--- config.mk ---
export PLATFORM = sky130hd
export DESIGN_NAME = onehot_rr_arbiter
export DESIGN_NICKNAME = d
export VERILOG_FILES = /design/src/rtl/onehot_rr_arbiter.sv
export SDC_FILE = /design/constraint.sdc
export NUM_CORES = 1
export LEC_CHECK = 0
export CAP_MARGIN = 20
export CELL_PAD_IN_SITES_DETAIL_PLACEMENT = 1
export CELL_PAD_IN_SITES_GLOBAL_PLACEMENT = 1
export CORE_AREA = 2 2 101 103
export CTS_CLUSTER_SIZE = 30
export DETAILED_ROUTE_END_ITERATION = 16
export DIE_AREA = 0 0 103 105
export PLACE_DENSITY_LB_ADDON = 0.1
export SKIP_LAST_GASP = 1
export SLEW_MARGIN = 0
export SYNTH_ARGS = -nofsm -noshare
export SYNTH_HDL_FRONTEND = slang
export SYNTH_SLANG_ARGS = --single-unit
--- constraint.sdc ---
create_clock -name clk -period 4.7 [get_ports clk]
set_clock_uncertainty 0.2 [all_clocks]
set_input_delay 0.94 -clock clk [delete_from_list [all_inputs] [get_ports clk]]
set_output_delay 0.94 -clock clk [all_outputs]
set_load 0.005 [all_outputs]
--- src/rtl/onehot_rr_arbiter.sv ---
`default_nettype none
// ============================================================================
// Module   : onehot_rr_arbiter
// Brief    : NR-input round-robin arbiter with one registered output slot,
//            publishing the winner as one-hot grant plus binary index.
// Revision : 1.0 - initial release
// ============================================================================
module onehot_rr_arbiter #(
    parameter  int NR = 4,
    parameter  int DW = 32,
    localparam int IW = (NR > 1) ? $clog2(NR) : 1
) (
    input  logic             clk,
    input  logic             rst,
    input  logic [NR-1:0]    in_valid,
    output logic [NR-1:0]    in_ready,
    input  logic [NR*DW-1:0] in_data,
    output logic             out_valid,
    input  logic             out_ready,
    output logic [DW-1:0]    out_data,
    output logic [NR-1:0]    out_grant,
    output logic [IW-1:0]    out_idx
);

    localparam logic [0:0] S_EMPTY = 1'b0;
    localparam logic [0:0] S_FULL  = 1'b1;

    logic [0:0]    r_state;
    logic [0:0]    w_state_nxt;
    logic          w_load_en;
    logic          w_found;
    logic [IW-1:0] w_win;
    logic [IW-1:0] r_ptr;
    logic [IW-1:0] w_ptr_nxt;
    logic [NR-1:0] w_onehot;
    logic [DW-1:0] w_sel_data;
    logic [DW-1:0] r_data;
    logic [NR-1:0] r_grant;
    logic [IW-1:0] r_idx;

    // ------------------------------------------------------------------
    // Slot FSM: state register / next-state / outputs
    // ------------------------------------------------------------------
    always_ff @(posedge clk) begin
        if (rst) begin
            r_state <= S_EMPTY;
        end else begin
            r_state <= w_state_nxt;
        end
    end

    always_comb begin
        w_state_nxt = r_state;
        if (w_load_en) begin
            w_state_nxt = w_found ? S_FULL : S_EMPTY;
        end
    end

    // The slot may refill in the same cycle it drains.
    always_comb begin
        out_valid = (r_state == S_FULL);
        w_load_en = !out_valid || out_ready;
    end

    // ------------------------------------------------------------------
    // Winner search: first valid requester starting at the pointer, wrapping
    // ------------------------------------------------------------------
    always_comb begin : p_scan
        int w_j;
        w_found = 1'b0;
        w_win   = '0;
        w_j     = 0;
        for (int k = 0; k < NR; k++) begin
            w_j = int'(r_ptr) + k;
            if (w_j >= NR) begin
                w_j = w_j - NR;
            end
            if (!w_found && in_valid[w_j]) begin
                w_found = 1'b1;
                w_win   = IW'(w_j);
            end
        end
    end

    generate
        for (genvar gi = 0; gi < NR; gi++) begin : g_onehot
            assign w_onehot[gi] = (w_win == IW'(gi));
        end
    endgenerate

    always_comb begin
        w_sel_data = in_data[int'(w_win)*DW +: DW];
    end

    // Only one bit can be set since w_onehot is a decoded single index.
    always_comb begin
        in_ready = '0;
        if (!rst && w_load_en && w_found) begin
            in_ready = w_onehot;
        end
    end

    generate
        if (NR == 1) begin : g_ptr_fixed
            assign w_ptr_nxt = '0;
        end else begin : g_ptr_rr
            assign w_ptr_nxt = (int'(w_win) == NR - 1) ? '0 : IW'(int'(w_win) + 1);
        end
    endgenerate

    // ------------------------------------------------------------------
    // Datapath: content and pointer only move on an actual grant, so an
    // idle refill leaves the last item's fields visible.
    // ------------------------------------------------------------------
    always_ff @(posedge clk) begin
        if (rst) begin
            r_data  <= '0;
            r_grant <= '0;
            r_idx   <= '0;
            r_ptr   <= '0;
        end else if (w_load_en && w_found) begin
            r_data  <= w_sel_data;
            r_grant <= w_onehot;
            r_idx   <= w_win;
            r_ptr   <= w_ptr_nxt;
        end
    end

    assign out_data  = r_data;
    assign out_grant = r_grant;
    assign out_idx   = r_idx;

endmodule
`default_nettype wire

# [Word level (Yosys, flattened, before mapping)]
# Cells that the tools add are included.
[word_totals] register_bits=41 inputBits=135 wordCells=66
[op_classes] shift=1 order_cmp=8 eq_ne=4 mux=27 addsub=8 n_reduce_logical=13
[ops] operator="$lt A32 B4 Y1 const B" n=4
[ops] operator="$mux W32" n=4
[ops] operator="$shiftx A128 B8 Y32" n=1
[ops] operator="$mux W1" n=13
[ops] operator="$sub A3 B3 Y4 const B" n=3
[ops] operator="$mux W2" n=5
[ops] operator="$ge A3 B3 Y1 const B" n=3
[ops] operator="$bmux W1 S2" n=4
[ops] operator="$add A2 B2 Y3 const B" n=2
[ops] operator="$logic_and A1 B1 Y1" n=6
[ops] operator="$logic_not A1 Y1" n=5
[ops] operator="$eq A2 B1 Y1 const B" n=2
[ops] operator="$eq A2 B2 Y1 const B" n=2
[ops] operator="$mux W4" n=1
[ops] operator="$sub A2 B3 Y4 const B" n=1
[ops] operator="$add A2 B1 Y3 const B" n=1
[ops] operator="$ge A2 B3 Y1 const B" n=1
[ops] operator="$add A2 B1 Y2 const B" n=1
[ops] operator="$logic_not A2 Y1" n=1
[ops] operator="$logic_or A1 B1 Y1" n=1

# [Depth between registers and ports, before layout]
[depth] depth_word=17 mapped_depth=9

# [Worst setup path after synthesis]
# No wires, ideal clock.
[synth_timing] kind="in2out" from="input port in_valid[3]" to="output port in_ready[1]" path_buffers=2 setup_slack_ns=1.297 arrival_time_ns=2.263 required_ns=3.560 stages=8 cell_sequence="buf_6 > or2b_1 > o2111a_1 > nor2_4 > buf_4 > inv_1 > ha_1 > and3_1"
[synth_via] elab_chain_len=15
[synth_rtl] element="from (decl)" line_no="15" text="input logic [NR-1:0] in_valid,"
[synth_rtl] element="$bmux W1 S2" line_no="78" text="if (!w_found && in_valid[w_j]) begin"
[synth_rtl] element="$mux W1 (not written as such) (2 in a row)" line_no="78"
[synth_rtl] element="$mux W1" line_no="78"
[synth_rtl] element="$logic_not A1 Y1" line_no="78"
[synth_rtl] element="$logic_and A1 B1 Y1" line_no="78"
[synth_rtl] element="$mux W1" line_no="78"
[synth_rtl] element="$logic_not A1 Y1" line_no="78"
[synth_rtl] element="$logic_and A1 B1 Y1" line_no="78"
[synth_rtl] element="$mux W1" line_no="78"
[synth_rtl] element="$logic_not A1 Y1" line_no="78"
[synth_rtl] element="$logic_and A1 B1 Y1" line_no="78"
[synth_rtl] element="$mux W2 *" line_no="78"
[synth_rtl] element="$eq A2 B1 Y1 *" line_no="87" text="assign w_onehot[gi] = (w_win == IW'(gi));"
[synth_rtl] element="named net w_onehot[1]" line_no="35" text="logic [NR-1:0] w_onehot;"
[synth_rtl] element="$mux W4 *" line_no="98" text="if (!rst && w_load_en && w_found) begin"
[synth_rtl] element="to (decl)" line_no="16" text="output logic [NR-1:0] in_ready,"
# Mark *: on every way through the listed nets, which the timed path passes. The rest lies on a longest branch. The select of a mux whose other input is x is not followed.

# [Worst setup path after layout]
# Ends and elaborated chain as after synthesis.

==> metrics.log <==
[metrics] count of mapped cells out of synthesis: 260
[metrics] setup repair after global routing missed its margin: false
[metrics] number of buffer and inverter stages on the critical path: 3
[metrics] Antenna Cells: 0
[metrics] worst min path class: reg2reg
[metrics] final antenna-violating net count: 0
[metrics] I/O pin total: 178
[metrics] number of search-and-repair iterations in the first detailed-routing pass: 4
[metrics] number of design rule violations left after detail routing: 0
[metrics] GRT Overall Usage: 17.3%
[metrics] Die X: 103 microns
[metrics] clock latency reported for the late side of the worst-skew pair: 0.29 ns
[metrics] nature of the critical path startpoint: primary input
[metrics] critical path class: in2out
[metrics] Die ar.: 10800 sq um
[metrics] finished layout cell area: 4400 sq um
[metrics] clock buffers created by TritonCTS: 5
[metrics] initial cell density of the core: 25.4%
[metrics] most common library cell in the layout ignoring fill and taps: sky130_fd_sc_hd__clkdlybuf4s50_1
[metrics] power consumption: 1.19 mW
[metrics] Leak: 1.76 nW
[metrics] H-tree levels: 2
[metrics] Max Cap Violations: 0
[metrics] number of register bits inferred by synthesis: 41
[metrics] sequential cell area: 821 sq um
[metrics] worst-path fanout max: 8
[metrics] Seq/Total Area, Yosys: 33.5%
[metrics] power density normalized to cell area: 271 nW/um^2
[metrics] Cell Chain, Critical Path: clkdlybuf4s50_1, nor2_1, nor4_4, nor2_4, inv_1, ha_1, and3_1, clkdlybuf4s50_1
[metrics] number of global-route vias before repair: 2874
[metrics] Yosys warning count: 0
[metrics] transition time of the tightest slew-check pin: 0.809 ns
[metrics] largest delay contributor family on the critical path: buffers and inverters
[metrics] Via Count: 2685
[metrics] sum of routed wire length over all layers: 9460 microns
[metrics] final count of pins violating max slew: 0
[metrics] critical path endpoint category: output pin
[metrics] pin count of the biggest net entering global routing: 34
[metrics] largest cells by area after synthesis: sky130_fd_sc_hd__dfxtp_1 (33%), sky130_fd_sc_hd__mux2i_1 (24%), sky130_fd_sc_hd__o221ai_1 (7.9%)
[metrics] Longest Clk Path Bufs: 2
[metrics] detailed placer's ending HPWL: 7370 microns
[metrics] ratio of routed vias to standard cells: 4.76
[metrics] worst endpoint data arrival time: 3.14 ns
[metrics] post-synth top area share: 33.5%
[metrics] Setup Total Neg Slack: 0 ns
[metrics] Core Area: 9640 sq um
[metrics] cell seen most often among critical-path stages: sky130_fd_sc_hd__clkdlybuf4s50_1
[metrics] row count: 36
[metrics] vertical die dimension: 105 microns
[metrics] timing-limited maximum frequency: 234 MHz
[metrics] slowest stage cell on the critical path: sky130_fd_sc_hd__clkdlybuf4s50_1
[metrics] detailed router's first-iteration violation count: 44
[metrics] Post CTS Setup Buffer Count: 0
[metrics] final worst path period need: 4.28 ns
[metrics] wire length of the first global-routing pass: 14600 microns
[metrics] run status: finished, final reports clean
[metrics] maximum vdd drop: 0.000127 V
[metrics] IO Port Bufs: 177
[metrics] hold_buf cts: 0
[metrics] detailed-route wire length per cell: 16.8 microns
[metrics] Area Growth Syn to Fin: 79.3%
[metrics] Mapped Nets: 396
[metrics] clock tree from TritonCTS: done
[metrics] root cell of the clock tree: sky130_fd_sc_hd__clkbuf_8
[metrics] final-report hold violation count: 0
[metrics] nets: 566
[metrics] multi-input logic area: 1490 sq um
[metrics] netlist area before placement: 2450 sq um
[metrics] top library cells by usage in the layout, fill and taps aside: sky130_fd_sc_hd__clkdlybuf4s50_1 (177), sky130_fd_sc_hd__mux2i_1 (58), sky130_fd_sc_hd__nand2_1 (41), sky130_fd_sc_hd__dfxtp_1 (41), sky130_fd_sc_hd__o221ai_1 (22)
[metrics] final hold slack: 0.261 ns
[metrics] fill cell count: 1139
[metrics] fraction of final layout cells with drive strength greater than 1: 6.03%
[metrics] setup-violating endpoint count in the final report: 0
[metrics] PostCTS Resize Cnt: 0
[metrics] biggest cell delay along the critical path: 0.70 ns
[metrics] Max-slew headroom: 46.0%
[metrics] Tcrit/Tclk final: 91.0%
[metrics] Clock Pin Slew Worst Setup and Hold Paths: 0.08 ns
[metrics] number of antenna violations at the first check in global routing: 0
[metrics] largest area contributor in the synthesized netlist: sky130_fd_sc_hd__dfxtp_1
[metrics] total overflow reported by the global router: 0
[metrics] # clock sinks: 41
[metrics] mean cell area of the mapped netlist: 9.43 sq um
[metrics] endpoint required time on the critical path: 3.56 ns
[metrics] Netlist cell types: 39
[metrics] placed cell areas: 4320 sq um
[metrics] routability cong.: 0.786
==> cells in the mapped netlist <==
| cell | number |
|---|---|
| sky130_fd_sc_hd__a211oi_1 | 2 |
| sky130_fd_sc_hd__a211oi_4 | 1 |
| sky130_fd_sc_hd__a21boi_1 | 1 |
| sky130_fd_sc_hd__a21o_1 | 8 |
| sky130_fd_sc_hd__a21oi_1 | 7 |
| sky130_fd_sc_hd__and2_1 | 1 |
| sky130_fd_sc_hd__and3_1 | 1 |
| sky130_fd_sc_hd__buf_2 | 4 |
| sky130_fd_sc_hd__buf_4 | 3 |
| sky130_fd_sc_hd__buf_6 | 3 |
| sky130_fd_sc_hd__buf_8 | 2 |
| sky130_fd_sc_hd__clkbuf_1 | 8 |
| sky130_fd_sc_hd__dfxtp_1 | 41 |
| sky130_fd_sc_hd__ha_1 | 1 |
| sky130_fd_sc_hd__inv_1 | 6 |
| sky130_fd_sc_hd__mux2i_1 | 58 |
| sky130_fd_sc_hd__nand2_1 | 41 |
| sky130_fd_sc_hd__nand3_1 | 7 |
| sky130_fd_sc_hd__nand3_2 | 1 |
| sky130_fd_sc_hd__nor2_1 | 6 |
| sky130_fd_sc_hd__nor2_4 | 2 |
| sky130_fd_sc_hd__nor2b_1 | 1 |
| sky130_fd_sc_hd__nor2b_2 | 1 |
| sky130_fd_sc_hd__nor4_2 | 1 |
| sky130_fd_sc_hd__nor4_4 | 1 |
| sky130_fd_sc_hd__o2111a_1 | 1 |
| sky130_fd_sc_hd__o2111ai_1 | 2 |
| sky130_fd_sc_hd__o211ai_1 | 6 |
| sky130_fd_sc_hd__o21a_1 | 1 |
| sky130_fd_sc_hd__o21ai_0 | 9 |
| sky130_fd_sc_hd__o21ai_2 | 1 |
| sky130_fd_sc_hd__o221ai_1 | 22 |
| sky130_fd_sc_hd__o221ai_2 | 4 |
| sky130_fd_sc_hd__o22ai_1 | 1 |
| sky130_fd_sc_hd__o2bb2ai_1 | 1 |
| sky130_fd_sc_hd__or2b_1 | 1 |
| sky130_fd_sc_hd__or2b_2 | 1 |
| sky130_fd_sc_hd__or3b_2 | 1 |
| sky130_fd_sc_hd__or4_1 | 1 |
==> final cells by class <==
| type | count | area share, % |
|---|---|---|
| inverters | 6 | 0.512 |
| clock buffers | 8 | 1.82 |
| repair buffers | 183 | 41.3 |
| multi-input cells | 193 | 33.9 |
| flip-flops and latches | 41 | 18.7 |
| well taps | 133 | 3.79 |
==> per-stage QoR <==
| stage | setup slack [ns] | cells | util [%] |
|---|---|---|---|
| 3_5_place_dp | 0.404 | 556 | 44.8 |
| 2_1_floorplan | 1.30 | 260 | - |
| 6_report | 0.422 | 564 | 45.6 |
| 5_1_grt | 0.256 | 564 | 45.6 |
| 3_3_place_gp | 0.454 | 556 | 44.8 |
| 4_1_cts | 0.394 | 564 | 45.6 |
==> path summary, 6_finish.rpt <==
kind / end / from / slack [ns] / cells past startpoint
hold reg to reg: out_grant[1] / out_grant[1] / 0.26 / 2
hold / removal: out_grant[1] / out_grant[1] / 0.26 / 2
setup / recovery: in_ready[1] / in_valid[3] / 0.42 / 8
setup reg to reg: out_data[6] / r_ptr[0] / 2.24 / 6
==> per-layer routing <==
metal / routed length (microns) / part of all wire (%) / track usage [%]
met5: 0 / 0 / 0
met1: 3630 / 38 / 18.9
met2: 4890 / 52 / 31.8
met3: 809 / 8.6 / 5.75
met4: 123 / 1.3 / 3.85
==> sequential cells by signal, indices dropped and copies added (netlist names) <==
register / flops
out_data: 32
out_grant: 4
out_idx: 2
r_ptr: 2
out_valid: 1
==> logic make-up (layout without fill, tap and decap cells) <==
logic type	Yosys count	after routing	synth area share, %
compound gates	67	67	22.1
fa+ha+maj	1	1	0.510
buf+inv	26	197	6.48
flops	41	41	33.5
mux	58	58	23.7
simple gates	67	67	13.8
==> worst reg2reg max path, stage by stage (launching register included) <==
cell and delay, ns:
sky130_fd_sc_hd__dfxtp_1 0.49, sky130_fd_sc_hd__nor2b_2 0.14, sky130_fd_sc_hd__o21a_1 0.23, sky130_fd_sc_hd__a211oi_4 0.42
sky130_fd_sc_hd__buf_4 0.44, sky130_fd_sc_hd__mux2i_1 0.29, sky130_fd_sc_hd__o221ai_2 0.12
==> power by group <==
part / switching (mW) / internal (mW) / leakage (nW)
sequential: 0.0325 / 0.402 / 0.340
clock: 0.119 / 0.106 / 0.0395
combinational: 0.219 / 0.314 / 1.38
total: 0.370 / 0.822 / 1.76
No activity file was read; power rests on OpenSTA's default activity.
